File: src/rtl/pipe_hazard_ctrl.sv
// Hazard and sequencing controller for the 5-stage F/D/E/M/W core.
// Produces E-stage forwarding selects and per-stage stall/flush strobes.
// Freezes F/D/E while the iterative multiplier runs.
// Counts stalled fetch cycles in a saturating performance counter.
module pipe_hazard_ctrl #(
  parameter int unsigned MUL_CYCLES = 4,
  parameter int unsigned PERF_W     = 16
) (
  input  logic              CLK,
  input  logic              Reset,
  input  logic [3:0]        Ra1D,
  input  logic [3:0]        Ra2D,
  input  logic [3:0]        Ra1E,
  input  logic [3:0]        Ra2E,
  input  logic [3:0]        WA3E,
  input  logic [3:0]        WA3M,
  input  logic [3:0]        WA3W,
  input  logic              RegWriteM,
  input  logic              RegWriteW,
  input  logic              MemtoRegE,
  input  logic              BranchTakenE,
  input  logic              PCSrcD,
  input  logic              PCSrcE,
  input  logic              PCSrcM,
  input  logic              MulStartE,
  output logic [1:0]        ForwardAE,
  output logic [1:0]        ForwardBE,
  output logic              StallF,
  output logic              StallD,
  output logic              StallE,
  output logic              FlushD,
  output logic              FlushE,
  output logic              FlushM,
  output logic              MulBusy,
  output logic              MulDoneE,
  output logic [PERF_W-1:0] StallCount
);

  typedef enum logic {
    ST_RUN = 1'b0,
    ST_MUL = 1'b1
  } state_t;

  // Countdown start: reaching zero marks the last of the MUL_CYCLES-1 freeze cycles.
  localparam logic [3:0] CNT_INIT = 4'(MUL_CYCLES - 2);

  state_t            r_state;
  logic [3:0]        r_cnt;
  logic [PERF_W-1:0] r_stall_cnt;
  logic              w_ldstall;
  logic              w_pcpend;

  // Forwarding selects: the M-stage result is younger, so it wins over W.
  always_comb begin
    ForwardAE = 2'b00;
    if (RegWriteM && (WA3M == Ra1E))      ForwardAE = 2'b10;
    else if (RegWriteW && (WA3W == Ra1E)) ForwardAE = 2'b01;
    ForwardBE = 2'b00;
    if (RegWriteM && (WA3M == Ra2E))      ForwardBE = 2'b10;
    else if (RegWriteW && (WA3W == Ra2E)) ForwardBE = 2'b01;
  end

  // Stall/flush strobes: fixed freeze pattern in MUL, hazard decode in RUN.
  always_comb begin
    w_ldstall = MemtoRegE && ((WA3E == Ra1D) || (WA3E == Ra2D));
    w_pcpend  = PCSrcD || PCSrcE || PCSrcM;
    StallF    = 1'b0;
    StallD    = 1'b0;
    StallE    = 1'b0;
    FlushD    = 1'b0;
    FlushE    = 1'b0;
    FlushM    = 1'b0;
    MulBusy   = 1'b0;
    MulDoneE  = 1'b0;
    if (r_state == ST_MUL) begin
      StallF   = 1'b1;
      StallD   = 1'b1;
      StallE   = 1'b1;
      FlushM   = 1'b1;
      MulBusy  = 1'b1;
      MulDoneE = (r_cnt == '0);
    end else begin
      StallF = w_ldstall || w_pcpend;
      // A taken branch squashes the D instruction, so holding it is pointless.
      StallD = w_ldstall && !BranchTakenE;
      FlushD = w_pcpend || BranchTakenE;
      FlushE = w_ldstall || BranchTakenE;
    end
  end

  // Multiply freeze sequencer.
  always_ff @(posedge CLK or posedge Reset) begin
    if (Reset) begin
      r_state <= ST_RUN;
      r_cnt   <= '0;
    end else begin
      case (r_state)
        ST_RUN: begin
          if (MulStartE) begin
            r_state <= ST_MUL;
            r_cnt   <= CNT_INIT;
          end
        end
        ST_MUL: begin
          if (r_cnt == '0) r_state <= ST_RUN;
          else             r_cnt   <= r_cnt - 4'd1;
        end
        default: begin
          r_state <= ST_RUN;
          r_cnt   <= '0;
        end
      endcase
    end
  end

  // Saturating count of cycles with fetch stalled.
  always_ff @(posedge CLK or posedge Reset) begin
    if (Reset) begin
      r_stall_cnt <= '0;
    end else if (StallF && (r_stall_cnt != '1)) begin
      r_stall_cnt <= r_stall_cnt + PERF_W'(1);
    end
  end

  assign StallCount = r_stall_cnt;

endmodule
File: config.mk
export PLATFORM = sky130hd
export DESIGN_NAME = pipe_hazard_ctrl
export DESIGN_NICKNAME = d
export VERILOG_FILES = /design/src/rtl/pipe_hazard_ctrl.sv
export SDC_FILE = /design/constraint.sdc
export NUM_CORES = 1
export LEC_CHECK = 0
export ABC_AREA = 1
export BUFFER_PORTS_ARGS = -buffer_cell sky130_fd_sc_hd__buf_2
export CORE_MARGIN = 2
export CORE_UTILIZATION = 35
export DETAILED_ROUTE_END_ITERATION = 8
export PLACE_DENSITY_LB_ADDON = 0.1
export SYNTH_ARGS = -nofsm -noshare
export SYNTH_HDL_FRONTEND = slang
export SYNTH_SLANG_ARGS = --single-unit
export TNS_END_PERCENT = 30
File: constraint.sdc
create_clock -name CLK -period 2.8 [get_ports CLK]
set_input_delay 0 -clock CLK [delete_from_list [all_inputs] [get_ports CLK]]
set_output_delay 0 -clock CLK [all_outputs]
set_load 0.01 [all_outputs]
After elaboration in Yosys (flattened, before gate mapping):

Index checks and enable logic that the tools add are counted.

* register bits after elaboration: 21
* bits of input ports: 38
* output and inout port bits: 28
* word-level logic and storage cells: 47

* $add $sub $neg: 2
* equality and inequality tests: 9
* multiplexer cells: 16
* bitwise logic cells: 1
* reduce and logical (&&, ||, !) cells: 16

Operator list (count)
* 4-bit equality test: 6
* 16-bit by 1-bit adder with 16-bit output, second input constant: 1
* 16-bit inequality test, second input constant: 1
* 1-bit 2-to-1 mux: 10
* 4-bit 2-to-1 mux: 2
* 4-bit one-hot mux with 2 select lines: 1
* 1-bit logical AND: 7
* 1-bit logical OR: 6
* 4-bit logical NOT: 1
* 2-bit 2-to-1 mux: 2
* 2-bit inequality test, second input constant: 2
* 4-bit by 1-bit subtractor with 4-bit output, second input constant: 1
* 1-bit one-hot mux with 2 select lines: 1
* 2-bit AND reduction: 1
* 1-bit logical NOT: 1
* 1-bit NOT: 1

Depth between registers and ports, before layout:

* depth in word-level cells: 6
* gate-level depth with buffers: 12

Worst setup path after synthesis:

OpenSTA, ideal clock, no wires.

* kind: register to register
* from: register r_stall_cnt[0], in the netlist StallCount[0]
* to: register r_stall_cnt[14], in the netlist StallCount[14]
* setup time: 117 ps
* arrival time: 1351 ps
* required time: 2683 ps
* setup slack: 1332 ps
* cell stages (with the launch flop): 12
* path buffers: 0
* period minus slack after synthesis: 1468 ps
* cells stage by stage: dfrtp_1 > ha_1 > nand3_1 > inv_2 > nand2_4 > nor2_4 > nand2_2 > nand2_1 > nor2_1 > nand2_1 > nand2_1 > nand2_1

* longest elaborated chain between the ends: 2

RTL lines
* from (decl): line 49 `logic [PERF_W-1:0] r_stall_cnt;`
* from (signal assigned): line 121 `r_stall_cnt <= r_stall_cnt + PERF_W'(1);`
* branches (longest 2 deep; another with 16-bit by 1-bit adder with 16-bit output)

Parallel ways; which one is timed is not known.
A chain may end at the register's enable or synchronous reset.

Worst setup path after layout:

Ends and elaborated chain as after synthesis.

==> results.sh <==
export IMPL_wl_met2_um=1551
export IMPL_drive_above_1_share=0.2462
export IMPL_r2r_slack_ps=1010
export IMPL_crit_path_frequent_cell="nand2_1"
export IMPL_cpPeakStageDelay_ps=440
export IMPL_hold_path_end="r_cnt[2]"
export IMPL_nets=374
export IMPL_core_area_um2=4723
export IMPL_critPathLaunchType="register"
export IMPL_drt_initial_drc_count=58
export IMPL_path_cells="ha_1, nand3_1, inv_2, nand2_4, nor2_4, nand2_2, nand2_1, nor2_1, nand2_1, nand2_1, nand2_1"
export IMPL_cp_arrival_ps=1950
export IMPL_grtUsageTotal=0.1396
export IMPL_final_period_utilization=0.6409
export IMPL_port_buffers=65
export IMPL_synth_compound_area_frac=0.04278
export IMPL_cp_slowest_cell="dfrtp_1"
export IMPL_die_area_um2=5507
export IMPL_grt_max_degree=26
export IMPL_synth_top_family_by_area="simple AND/OR/NAND/NOR gates"
export IMPL_clock_path_buffers=2
export IMPL_setup_violations=0
export IMPL_viasPerCell=4.318
export IMPL_r2r_end="StallCount[14]"
export IMPL_die_h_um=74.21
export IMPL_skew_ps=2.422
export IMPL_drc=0
export IMPL_drt_pass1_iterations=4
export IMPL_cts_inserted_buffers=3
export IMPL_worst_pin_slew_ps=810.2
export IMPL_wire_per_inst_um=9.193
export IMPL_globalplace_congestion=0.7929
export IMPL_yosys_cell_types_count=24
export IMPL_p_leak_nw=1.279
export IMPL_synthCells=268
export IMPL_yosysSeqAreaShare=0.3046
export IMPL_cts_resized=0
export IMPL_synthXorXnorAreaFrac=0.07614
export IMPL_synth_fa_ha_area_frac=0.01450
export IMPL_yosys_warnings=0
export IMPL_worstSkewPairLatency_ps=260
export IMPL_clk_pin_slew_ps=80
export IMPL_die_w_um=74.21
export IMPL_hold_violations=0
export IMPL_syn_num_nets=308
export IMPL_top_layer="met4"
export IMPL_rsz0062_at_grt="no"
export IMPL_cts_tree="yes"
export IMPL_antenna_found_initial=0
export IMPL_muxShareOfSynthArea=0
export IMPL_htree_levels=1
export IMPL_synthSimpleGateAreaFrac=0.4293
export IMPL_timing_max_cap_violations=0
export IMPL_hpwl_um=2910
export IMPL_grt_pass1_wl_um=6175
export IMPL_worst_setup_path_end_kind="register"
export IMPL_io_pins=66
export IMPL_avgSynthCellArea_um2=6.438
export IMPL_status="finished clean"
export IMPL_whs_path_depth=4
export IMPL_met1_length_um=1909
export IMPL_period_needed_ps=1795
export IMPL_ir_worst_vdd_mv=0.4817
export IMPL_relSlewSlack=0.4593
export IMPL_slew_viol_final=0
export IMPL_p_per_area_nw_per_um2=574.3
export IMPL_overflow=0
export IMPL_holdCritStartpoint="MulStartE"
export IMPL_cp_num_buf_inv=1
export IMPL_syn_area_um2=1725
export IMPL_cts_sinks=21
export IMPL_hp_class="in2reg"
export IMPL_crit_family="simple AND/OR/NAND/NOR gates"
export IMPL_r2r_cells=11
export IMPL_worst_hold_slack_ps=24.91
export IMPL_grt_pass1_vias=1440
export IMPL_max_freq_mhz=557.2
export IMPL_root_buffer="clkbuf_8"
export IMPL_tns_ps=0
export IMPL_syn_to_final_growth_pct=24.08
export IMPL_worstReg2RegStart="StallCount[0]"
export IMPL_required_ps=2960
export IMPL_dr_total_vias=1727
export IMPL_critPathKind="reg2reg"
export IMPL_wl_met3_um=208
export IMPL_crit_fanout=13
export IMPL_num_antenna_cells=0
export IMPL_initial_core_util=0.3653
export IMPL_rows=25
export IMPL_ys_ff_latch=21
export IMPL_ant_nets=0
export IMPL_routed_wl_um=3677
[repair_timing]
item / 4_1_cts / 5_1_grt
endpoints found under the hold margin: 21 / 0
buffers inserted: 0 / 0
hold buffers: 1 / 0
[metrics by stage]
stage | util | power (mW) | setup slack, ps | cells | cell area [µm²]
6_report | 0.4532 | 1.229 | 1005 | 400 | 2141
4_1_cts | 0.4532 | 1.251 | 981.4 | 400 | 2141
2_1_floorplan | - | 0.8610 | 1332 | 268 | 1725
3_5_place_dp | 0.4416 | 1.039 | 1012 | 395 | 2086
3_3_place_gp | 0.4416 | 1.041 | 1059 | 395 | 2086
5_1_grt | 0.4532 | 1.346 | 803.8 | 400 | 2141
[synthesized netlist by cell type, drive strengths merged]
| cell | n | share of area |
|---|---|---|
| xor2 | 7 | 0.036 |
| inv | 48 | 0.10 |
| a21oi | 5 | 0.015 |
| dfrtp | 21 | 0.30 |
| nand3 | 29 | 0.091 |
| xnor2 | 8 | 0.041 |
| ha | 2 | 0.015 |
| nor2 | 27 | 0.072 |
| o21ai | 8 | 0.023 |
| o2111ai | 1 | 0.0051 |
| nor4 | 1 | 0.0036 |
| nor3 | 5 | 0.015 |
| nand2 | 99 | 0.24 |
| buf | 5 | 0.028 |
| nand4 | 1 | 0.0036 |
| or3 | 1 | 0.0065 |
[sequential cells by signal (all words and copies together), names as in the netlist]
register	flops
r_cnt	4
r_state	1
StallCount	16
[where the power goes]
part           switching [mW]  total (mW)  internal (mW)  leakage, nW
Combinational           0.301       0.527          0.226        0.986
Sequential              0.110       0.500          0.391        0.270
Clock                   0.101       0.202          0.101       0.0228
Total                   0.511        1.23          0.718         1.28
[cell type report]
type / count / area, µm²
Clock buffer: 4 / 45.04
Fill cell: 504 / 2582
Inverter: 48 / 180.2
Multi-Input combinational cell: 194 / 970.9
Sequential cell: 21 / 525.5
Tap cell: 67 / 83.83
Timing Repair Buffer: 66 / 335.3
[cells by family after synthesis]
kind of cell | count (synthesis)
flops | 21
compound gates | 14
simple gates | 163
buf+inv | 53
xor+xnor | 15
fa+ha+maj | 2
[metal layers]
layer,global-route usage,up-vias
met5,0,-
met4,0.01786,0
met3,0.03659,2
met2,0.2183,40
met1,0.2010,737
li1,-,948
[layout by cell type (no fill, tap or decap)]
| cell | netlist | final |
|---|---|---|
| clkbuf_8 | 0 | 3 |
| nor2_2 | 3 | 3 |
| nand3_4 | 1 | 1 |
| buf_2 | 0 | 65 |
| nand4_1 | 1 | 1 |
| nor4_1 | 1 | 1 |
| nor2_4 | 2 | 2 |
| nand3_1 | 28 | 28 |
| dfrtp_1 | 21 | 21 |
| o21ai_0 | 8 | 8 |
| inv_2 | 1 | 1 |
| nor3_1 | 5 | 5 |
| xnor2_1 | 8 | 8 |
| o2111ai_1 | 1 | 1 |
| nor2_1 | 22 | 22 |
| or3_4 | 1 | 1 |
| a21oi_1 | 5 | 5 |
| inv_1 | 47 | 47 |
| nand2_4 | 2 | 2 |
| xor2_1 | 7 | 7 |
| nand2_1 | 93 | 93 |
| dlygate4sd3_1 | 0 | 1 |
| nand2_8 | 1 | 1 |
| ha_1 | 2 | 2 |
| nand2_2 | 3 | 3 |
| clkbuf_1 | 0 | 1 |
[worst max path at each step]
stage | start | end | slack (ps) | depth (start not counted)
6_report | StallCount[0] | StallCount[14] | 1010 | 11
3_5_place_dp | StallCount[0] | StallCount[14] | 1010 | 11
2_1_floorplan | StallCount[0] | StallCount[14] | 1330 | 11
4_1_cts | StallCount[0] | StallCount[14] | 980 | 11
3_3_place_gp | StallCount[0] | StallCount[15] | 1060 | 11
5_1_grt | StallCount[0] | StallCount[11] | 800 | 11
[tightest hold or removal path, delay by kind of cell]
kind / cells / cell delay (ps)
and+or+nand+nor: 3 / 190
buffers and inverters: 1 / 70
Note: power is estimated with default switching activity, not from simulation.
